<file path="src/rtl/instr_decode_stage.sv">
// Registered instruction decode stage with a two-entry skid buffer and synchronous flush.
// Optional stall counter port `stall_cycles` is enabled by defining IDS_STALL_CNT_EN.
module instr_decode_stage #(
  parameter int XLEN = 32
) (
  input  logic            clk,
  input  logic            rst_n,
  input  logic            flush,
  input  logic            in_valid,
  output logic            in_ready,
  input  logic [31:0]     in_instr,
  input  logic [XLEN-1:0] in_pc,
  output logic            out_valid,
  input  logic            out_ready,
  output logic [XLEN-1:0] out_pc,
  output logic [24:0]     out_imm_data,
  output logic [2:0]      out_imm_src,
  output logic [6:0]      out_opcode,
  output logic [4:0]      out_rd,
  output logic [4:0]      out_rs1,
  output logic [4:0]      out_rs2,
  output logic [2:0]      out_funct3,
  output logic            out_funct7b5,
  output logic            out_illegal
`ifdef IDS_STALL_CNT_EN
  ,
  output logic [31:0]     stall_cycles
`endif
);

  // Returns {illegal, imm_src}.
  function automatic logic [3:0] decode_op(input logic [6:0] op);
    logic [3:0] r;
    case (op)
      7'b0000011, 7'b0010011, 7'b1100111: r = {1'b0, 3'd0};
      7'b0100011:                         r = {1'b0, 3'd1};
      7'b1100011:                         r = {1'b0, 3'd2};
      7'b1101111:                         r = {1'b0, 3'd3};
      7'b0110111, 7'b0010111:             r = {1'b0, 3'd4};
      7'b0110011:                         r = {1'b0, 3'd0};
      default:                            r = {1'b1, 3'd0};
    endcase
    return r;
  endfunction

  logic            main_valid_q, main_valid_d;
  logic            skid_valid_q, skid_valid_d;
  logic [31:0]     skid_instr_q;
  logic [XLEN-1:0] skid_pc_q;
  logic            load_main, load_skid;
  logic [31:0]     src_instr;
  logic [XLEN-1:0] src_pc;
  logic [3:0]      src_dec;
  logic            accept, rel;

  assign in_ready  = !skid_valid_q;
  assign out_valid = main_valid_q;
  assign accept    = in_valid && in_ready;
  assign rel       = main_valid_q && out_ready;
  assign src_dec   = decode_op(src_instr[6:0]);

  always_comb begin
    main_valid_d = main_valid_q;
    skid_valid_d = skid_valid_q;
    load_main    = 1'b0;
    load_skid    = 1'b0;
    src_instr    = in_instr;
    src_pc       = in_pc;
    if (flush) begin
      main_valid_d = 1'b0;
      skid_valid_d = 1'b0;
    end else if (!main_valid_q || rel) begin
      if (skid_valid_q) begin
        // Skid content is older than any new input, so it moves up first.
        src_instr    = skid_instr_q;
        src_pc       = skid_pc_q;
        load_main    = 1'b1;
        main_valid_d = 1'b1;
        load_skid    = accept;
        skid_valid_d = accept;
      end else if (accept) begin
        load_main    = 1'b1;
        main_valid_d = 1'b1;
      end else begin
        main_valid_d = 1'b0;
      end
    end else if (accept) begin
      load_skid    = 1'b1;
      skid_valid_d = 1'b1;
    end
  end

  always_ff @(posedge clk or negedge rst_n) begin
    if (!rst_n) begin
      main_valid_q <= 1'b0;
      skid_valid_q <= 1'b0;
      skid_instr_q <= '0;
      skid_pc_q    <= '0;
      out_pc       <= '0;
      out_imm_data <= '0;
      out_imm_src  <= '0;
      out_opcode   <= '0;
      out_rd       <= '0;
      out_rs1      <= '0;
      out_rs2      <= '0;
      out_funct3   <= '0;
      out_funct7b5 <= 1'b0;
      out_illegal  <= 1'b0;
    end else begin
      main_valid_q <= main_valid_d;
      skid_valid_q <= skid_valid_d;
      if (load_skid) begin
        skid_instr_q <= in_instr;
        skid_pc_q    <= in_pc;
      end
      if (load_main) begin
        out_pc       <= src_pc;
        out_imm_data <= src_instr[31:7];
        out_imm_src  <= src_dec[2:0];
        out_illegal  <= src_dec[3];
        out_opcode   <= src_instr[6:0];
        out_rd       <= src_instr[11:7];
        out_funct3   <= src_instr[14:12];
        out_rs1      <= src_instr[19:15];
        out_rs2      <= src_instr[24:20];
        out_funct7b5 <= src_instr[30];
      end
    end
  end

`ifdef IDS_STALL_CNT_EN
  // Survives flush on purpose; only reset clears it.
  always_ff @(posedge clk or negedge rst_n) begin
    if (!rst_n) begin
      stall_cycles <= '0;
    end else if (main_valid_q && !out_ready && (stall_cycles != 32'hFFFF_FFFF)) begin
      stall_cycles <= stall_cycles + 32'd1;
    end
  end
`endif

endmodule

</file>
<file path="config.mk">
export PLATFORM = sky130hd
export DESIGN_NAME = instr_decode_stage
export DESIGN_NICKNAME = d
export VERILOG_FILES = /design/src/rtl/instr_decode_stage.sv
export SDC_FILE = /design/constraint.sdc
export NUM_CORES = 1
export LEC_CHECK = 0
export ABC_AREA = 1
export CORE_AREA = 2 2 118 120
export DETAILED_ROUTE_END_ITERATION = 8
export DIE_AREA = 0 0 120 122
export PLACE_DENSITY = 0.81
export SETUP_SLACK_MARGIN = 0.02
export SLEW_MARGIN = 10
export SYNTH_ARGS = -nofsm -noshare
export SYNTH_HDL_FRONTEND = slang
export SYNTH_SLANG_ARGS = --single-unit
</file>
<file path="constraint.sdc">
create_clock -name clk -period 1.9 [get_ports clk]
set_clock_uncertainty 0.15 [all_clocks]
set_input_delay 0.285 -clock clk [delete_from_list [all_inputs] [get_ports clk]]
set_output_delay 0.285 -clock clk [all_outputs]
set_load 0.02 [all_outputs]
</file>
==> results.md, run 1 <==
Critical path:
- The maximum fanout along the worst path is 2.
- By startpoint and endpoint, the worst setup path is classified as register to primary output.
- The worst setup path is launched from a register.
- Among cell families on the critical path, the largest total delay comes from buffers and inverters.
- The count of cell instances traversed by the critical path is 1.
- The endpoint identified for the worst register-to-register timing path is out_illegal.
- Across all register-to-register paths, the minimum setup slack is roughly 0.16 ns.
- The critical path goes through clkdlybuf4s50_1.
- The sum of buffers and inverters on the critical path is 1.
- STA puts the critical path data required time at 1.46 ns.
- For this run, the slowest stage of the critical path takes 0.61 ns.
- The nature of the critical path endpoint is a primary output.
- STA puts the critical path data arrival time at 1.40 ns.
- The slowest stage of the critical path is the sky130_fd_sc_hd__clkdlybuf4s50_1 cell.
- The worst register-to-register path has a depth of 11.
- The reg-to-reg startpoint is skid_valid_q.

Final layout:
- Of the cells placed in the final design, the portion with a size suffix greater than 1 is 0.1758.
- Leaving out fill and tap cells, the most frequent cells in the layout are sky130_fd_sc_hd__clkdlybuf4s50_1 (136), sky130_fd_sc_hd__dfrtp_1 (134), sky130_fd_sc_hd__nand2_1 (113), sky130_fd_sc_hd__o21ai_0 (86), sky130_fd_sc_hd__nor2_1 (62).
- In the final design database the tool counted 801 nets.
- The filler cell count is approximately 1100.
- The most common cell after layout, fill and taps aside is sky130_fd_sc_hd__clkdlybuf4s50_1.
- The area growth from synthesis to layout is 41.22%.

Global routing:
- The pin count of the biggest net entering global routing is 58.
- The number of global-route vias before repair is between 4000 and 5000.
- In the global route stage, overall resource usage came out at 0.2044.
- The first global-routing pass estimated 23380 µm of wire.
- The number of antenna violations at the first check in global routing is 1.
- After global routing the overflow that remains totals 0.

STA:
- Setup violations remaining at the end of the flow were counted as 0.
- The number of failing hold endpoints at the final stage was 0.
- The worst pin sits at a relative slew slack of 0.7250.
- The final number of max-transition violations is 0.
- At the pin with the least slew margin, the transition time is 0.4126 ns.
- The final critical-path share of the clock period is 0.9665.
- Summed over all failing endpoints, the final setup total negative slack is 0 ns.
- Setup repair after global routing left no endpoint under its margin.
- The highest attainable clock frequency is ~0.54 GHz.
- The clock period minus final worst setup slack is 1.836 ns.

Yosys:
- For this run, the register share of the synthesized area comes to 0.5733.
- The synthesized netlist occupies a cell area of 5849 µm².
- The synthesized netlist contains 25 unique library cells.
- The net count after synthesis is 649.
- Synthesis inferred roughly 130 register bits.
- Yosys printed 0 warnings.
- The synthesized area divided by synthesized cell count is 10.09 µm².
- sky130_fd_sc_hd__dfrtp_1 takes more of the synthesized area than any other cell.
- Synthesis produced between 500 and 600 cells.
- The portion of synthesized cell area occupied by the leading cell type is 0.5733.
- Yosys attributes the largest share of cell area to sky130_fd_sc_hd__dfrtp_1 (57%), sky130_fd_sc_hd__mux2_2 (11%), sky130_fd_sc_hd__o21ai_0 (7.4%), sky130_fd_sc_hd__nand2_1 (7.3%), sky130_fd_sc_hd__nor2_1 (4.0%).

Floorplan:
- The overall die width is between 100 and 150 µm.
- The die height is 122 µm.
- The area of the placeable core is 13500 µm².
- The initial utilization of the core area, before any placement, comes to 0.4332.
- The number of placement rows is 43.
- The die covers 14640 µm².
- In this run the count of I/O pins placed on the die edge is roughly 160.

Clock tree:
- The maximum clock path buffer count is 2.
- Clock tree synthesis inserted a total of 17 buffers.
- The buffer count from post-CTS setup fixing is 0.
- The tree built by TritonCTS fans out to 134 sinks.
- CTS built an H-tree with a depth of 4.
- The clock reaches the later pin of the worst-skew pair after 0.40 ns.
- TritonCTS built the clock tree.
- The clock-pin slew on the worst setup and hold paths is 0.06 ns.
- The clock root buffer is sky130_fd_sc_hd__clkbuf_16.

Detailed routing:
- For this block, the via count after detailed routing is 4688.
- For this run, design rule violations remaining after detail routing come to 0.
- The number of detailed-routing iterations run before antenna repair is 4.
- After detailed routing, the average wire length per cell comes to 15.56 µm.
- Dividing the detail-routed via count by the number of cells gives 5.063.
- The post-detailed-routing wire length is ~14000 µm.
- The detailed router finished its first iteration with 289 violations.
- In this run the remaining antenna-violating nets after routing total 0.

Power and ir drop:
- The completed layout was analyzed and its total power is 9.100 mW.
- In this run the static leakage power is about 3.8 nW.
- The worst vdd rail ir drop is 664.5 µV.
- Dividing total power by cell area gives a power density of around 1100 nW/µm².

Run status:
- The run finished with clean final reports.

Placement:
- In this run the tool buffered the top-level ports with 157 buffer cells.
- The final weighted congestion in routability-driven placement is around 0.91.
- The half-perimeter wire length after placement is 9829 µm.

Hold path:
- The min-delay analysis places its worst path in the category input port to asynchronous set/reset pin.

Job:
- Across the run, the number of max-cap violations was 0.
-- flip-flops by register name (all words and copies together), names as in the netlist --
name	flops
skid_pc_q	32
out_valid	1
skid_instr_q	32
out_imm_src	3
out_opcode	7
out_illegal	1
out_imm_data	25
out_pc	32
skid_valid_q	1
-- how the worst max path moves through the flow --
stage / from / end / slack, ns
after CTS: out_opcode[1] / out_opcode[1] / 0.02
after detailed placement: out_ready / out_illegal / -0.30
after global routing: out_imm_data[10] / out_rs1[2] / 0.02
final: out_imm_src[2] / out_imm_src[2] / 0.06
after global placement: out_ready / out_illegal / -0.15
after floorplan: out_valid / skid_pc_q[27] / 0.19
-- metrics by stage --
step | worst slack (ns) | instances | hold WS, ns | instance area [µm²] | util
3_3_place_gp | -0.1506 | 891 | 0.05937 | 7620 | 0.5643
6_report | 0.06361 | 926 | 0.2078 | 8260 | 0.6117
5_1_grt | 0.02087 | 925 | 0.2299 | 8258 | 0.6115
2_1_floorplan | 0.1917 | 580 | -0.1606 | 5849 | -
3_5_place_dp | -0.2953 | 891 | 0.06134 | 7620 | 0.5643
4_1_cts | 0.02238 | 924 | 0.1906 | 8208 | 0.6078
-- per-layer routing --
layer,part of all wire,global-route usage,vias up
met5,0,0,-
met3,0.051,0.04869,20
met1,0.42,0.2565,2298
met4,0.015,0.09044,0
met2,0.51,0.3381,146
li1,-,-,2224
-- kinds of logic (layout without fill, tap and decap cells) --
| kind of cell | count (synthesis) | count (layout) | synth area share |
|---|---|---|---|
| simple gates | 197 | 198 | 0.1386 |
| buf+inv | 63 | 227 | 0.06246 |
| flops | 134 | 134 | 0.5733 |
| other cells | 0 | 1 | 0 |
| compound gates | 125 | 125 | 0.1082 |
| mux | 61 | 61 | 0.1174 |
-- worst reg2reg max path: cells and delay by family (launching register included) --
kind                   cells  cell delay [ns]
AND/OR/NAND/NOR           10             1.02
flip-flops                 1             0.38
buffers and inverters      1             0.09
-- timing repair --
| action | in CTS | in global routing |
|---|---|---|
| hold endpoints to repair | 115 | 0 |
| gates resized for setup | 6 | 17 |
| cloned | 0 | 1 |
| setup endpoints to repair | 6 | 18 |
| hold buffers | 1 | 0 |
| pin swaps | 0 | 1 |
-- Yosys cell counts (all sizes together) --
cell type / instances
a21oi: 1
a22o: 1
buf: 43
clkbuf: 9
dfrtp: 134
inv: 11
mux2: 61
nand2: 117
nand3: 7
nand3b: 3
nand4: 2
nor2: 68
o21a: 1
o21ai: 121
o22ai: 1
-- power breakdown --
group | total, mW | leakage (nW) | switching [mW] | internal (mW)
Clock | 3.19 | 0.282 | 1.20 | 2.00
Sequential | 3.81 | 1.65 | 0.339 | 3.48
Combinational | 2.09 | 1.86 | 1.00 | 1.09
-- layout make-up --
cell class,count,area [µm²],share of cell area
diodes,1,2.502,0.0003029
clock inverters,12,128.9,0.01560
multi-input cells,384,2156,0.2610
inverters,11,41.29,0.004998
well taps,180,225.2,0.02726
clock buffers,20,456.7,0.05529
flip-flops and latches,134,3353,0.4059
repair buffers,184,1897,0.2296
Power figures use the tool's default switching activity.
==> run 2: changes to the inputs <==
--- a/config.mk
+++ b/config.mk
@@ -9,6 +9,7 @@
 export CORE_AREA = 2 2 118 120
 export DETAILED_ROUTE_END_ITERATION = 8
 export DIE_AREA = 0 0 120 122
+export HOLD_SLACK_MARGIN = 0.03
 export PLACE_DENSITY = 0.81
 export SETUP_SLACK_MARGIN = 0.02
 export SLEW_MARGIN = 10
==> results of run 2 <==
Final layout, timing and power as in run 1 (identical DEF).
==> run 3: changes to the inputs <==
--- a/config.mk
+++ b/config.mk
@@ -10,8 +10,8 @@
 export DETAILED_ROUTE_END_ITERATION = 8
 export DIE_AREA = 0 0 120 122
 export HOLD_SLACK_MARGIN = 0.03
+export MAX_ROUTING_LAYER = met4
 export PLACE_DENSITY = 0.81
-export SETUP_SLACK_MARGIN = 0.02
 export SLEW_MARGIN = 10
 export SYNTH_ARGS = -nofsm -noshare
 export SYNTH_HDL_FRONTEND = slang
==> run 3 against run 2 <==
Effect of this change: utilization decreased by 0.15 points; flip-flop and latch count unchanged; design area fell by 0.24%; highest routed layer unchanged.
==> results.md, run 3 (same netlist as run 1, synthesis figures left out) <==
Power and ir drop:
- The sequential share of power is 0.419.
- The switching power is approximately 2.5 mW.
- Power comes to 9.115 mW.
- Of the total power, combinational logic draws 0.231.
- The worst vdd rail ir drop is 663.1 µV.
- The switching fraction of total power is 0.2784.
- The total internal power is 6.578 mW.
- The cell leakage power is about 3.7 nW.
- The power per unit of standard cell area is 1106 nW/µm².
- The share of total power dissipated in the clock network is 0.350.

STA:
- For the pin with the worst max-slew slack, the measured transition is between 0.4 and 0.5 ns.
- The final number of max-transition violations is 0.
- Measured against its own limit, the worst slew margin works out to 0.7270.
- Static timing analysis puts the maximum clock frequency at 0.5401 GHz.
- Setup repair after global routing could not meet its margin everywhere.
- Summed over all failing endpoints, the final setup total negative slack is 0 ns.
- The number of failing hold endpoints at the final stage came to 0.
- The number of setup violations in the final report is 0.
- Dividing the final minimum period by the clock period gives 0.9745.
- The worst path in the final design needs a cycle of 1.852 ns, including I/O delays and setup.

Final layout:
- The filler cell count is 1054.
- The largest registers in the layout are out_pc x32, skid_instr_q x32, skid_pc_q x32.
- Compared with the post-synthesis result, the final layout area differs by 40.88%.
- In the layout the commonest cells are sky130_fd_sc_hd__clkdlybuf4s50_1 (149), sky130_fd_sc_hd__dfrtp_1 (134), sky130_fd_sc_hd__nand2_1 (114), sky130_fd_sc_hd__o21ai_0 (86), sky130_fd_sc_hd__nor2_1 (62).
- The number of nets in the final layout is 801.
- In the final layout, the share of cells above drive strength 1 is 0.1745.
- The most common cell after layout, fill and taps aside is sky130_fd_sc_hd__clkdlybuf4s50_1.

Floorplan:
- In this run the count of I/O pins placed on the die edge is between 150 and 200.
- The number of placement rows is 43.
- The area of the placeable core is 13500 µm².
- The die covers 14640 µm².
- From left edge to right edge, the die measures 120 µm.
- The initial core utilization is 0.4332.
- The die height is 122 µm.

Global routing:
- After global routing, the most crowded layer is met2.
- In the global route stage, overall resource usage came out at 0.2105.
- The routing usage on met3 is 0.04728.
- The first global-routing pass estimated ~23000 µm of wire.
- The number of global-route vias before repair was 4810.
- The number of antenna violations at the first check in global routing is 1.
- Entering global routing, the biggest net connects 58 pins.
- The global-route met2 utilization is 0.3384.
- For met1 alone, demand over resource in global routing was 0.2571.
- The global route total overflow is 0.

Clock tree:
- TritonCTS built the clock tree.
- The clock sink total is about 130.
- Clock tree synthesis selected as its root buffer the cell sky130_fd_sc_hd__clkbuf_16.
- The clock tree synthesis step divided the H-tree into 4 levels.
- No sink is reached through more buffers than the 2 on the longest clock path.
- The later pin in the worst-skew pair is clocked with a latency of 0.40 ns.
- Clock-pin slew was measured on the worst setup and hold paths at 0.06 ns.
- Counting the buffers created by CTS gives 17.
- In this run the post-CTS setup repair buffer count came out at 0.

Job:
- Max-cap violations in this run came to 0.

Critical path:
- In this run the number of cells on the critical path is 1.
- The maximum fanout along the worst path is 3.
- The worst path required time is 1.46 ns.
- Counting cells, the worst reg-to-reg path comes to 11.
- The worst-path cell with the longest stage delay is sky130_fd_sc_hd__clkdlybuf4s50_1.
- The critical path goes through clkdlybuf4s50_1.
- The data arrival at the endpoint of the critical path is 1.42 ns.
- STA classifies the critical path endpoint as a primary output.
- The critical path's largest stage delay is 0.62 ns.
- The nature of the critical path startpoint is a register.
- The worst setup path category is register to primary output.
- The sum of buffers and inverters on the critical path is 1.
- On the critical path the largest part of the delay comes from buffers and inverters.

Detailed routing:
- The post-detailed-routing wire length is 14300 µm.
- The wire length per cell after detailed routing is 15.44 µm.
- The detail route stage leaves a number of antenna-violating nets equal to 0.
- The detailed router placed 4739 vias in this run.
- The DRC violation count after routing is 0.
- The number of detailed-routing iterations run before antenna repair is 5.
- The DRC violation total after the first TritonRoute iteration is 289.
- The vias per cell is ~5.

Placement:
- The half-perimeter wire length after placement is 9829 µm.
- During placement, the flow inserted port buffers numbering 157.
- The final weighted congestion in routability-driven placement is 0.9270.

Hold path:
- The path class of the tightest hold or removal check is input port to asynchronous set/reset pin.

Run status:
- The run finished with clean final reports.
-- run 3: cell count changes in the layout (fill, tap and decap cells not counted), sizes merged --
cell           delta
clkdlybuf4s50    +13
dlygate4sd2       -4
dlymetal6s2s      -9
-- run 3: cell type report --
class	count	area (µm²)	area share
flip-flops and latches	134	3353	0.4069
multi-input cells	384	2153	0.2613
repair buffers	184	1879	0.2281
clock buffers	20	456.7	0.05542
well taps	180	225.2	0.02733
clock inverters	12	128.9	0.01564
inverters	11	41.29	0.005011
diodes	1	2.502	0.0003037
-- run 3: power groups by stage --
stage	combinational [mW]	clock (mW)	sequential, mW
floorplan	0.868	0	4.08
global placement	2.07	0	3.81
detailed placement	2.13	0	3.85
CTS	2.13	3.26	3.81
global route	2.28	3.40	3.89
finish	2.11	3.19	3.82
-- run 3: metrics by stage --
| step | instances | utilization | setup slack [ns] | hold WS, ns | instance area [µm²] |
|---|---|---|---|---|---|
| global placement | 891 | 0.5643 | -0.1506 | 0.05937 | 7620 |
| global route | 926 | 0.6102 | 0.001150 | 0.2271 | 8240 |
| finish | 926 | 0.6102 | 0.04842 | 0.1962 | 8240 |
| CTS | 924 | 0.6082 | 0.002267 | 0.1906 | 8213 |
| floorplan | 580 | - | 0.1917 | -0.1606 | 5849 |
| detailed placement | 891 | 0.5643 | -0.2953 | 0.06134 | 7620 |
-- run 3: what timing repair did --
item | in CTS | in global routing
pin swaps | 0 | 1
hold buffers | 1 | 0
setup endpoints to repair | 2 | 7
hold endpoints to repair | 134 | 0
gates cloned | 0 | 1
resized for setup | 2 | 7
-- run 3: worst paths after layout --
check                                      start             to  slack, ns
worst max-delay path            out_imm_data[12]     out_rs1[4]       0.05
worst min-delay path                       rst_n     out_pc[19]       0.20
worst max register to register      skid_valid_q    out_illegal       0.15
worst min register to register     out_opcode[1]  out_opcode[1]       0.33
max in group asynchronous                  rst_n  skid_pc_q[26]       0.81
min in group clk                   out_opcode[1]  out_opcode[1]       0.33
-- run 3: metal layers --
metal,up-vias,wire (µm),part of all wire
met4,0,217,0.015
met5,-,0,0
met1,2326,6008,0.42
li1,2219,-,-
met2,171,7305,0.51
met3,23,766,0.054
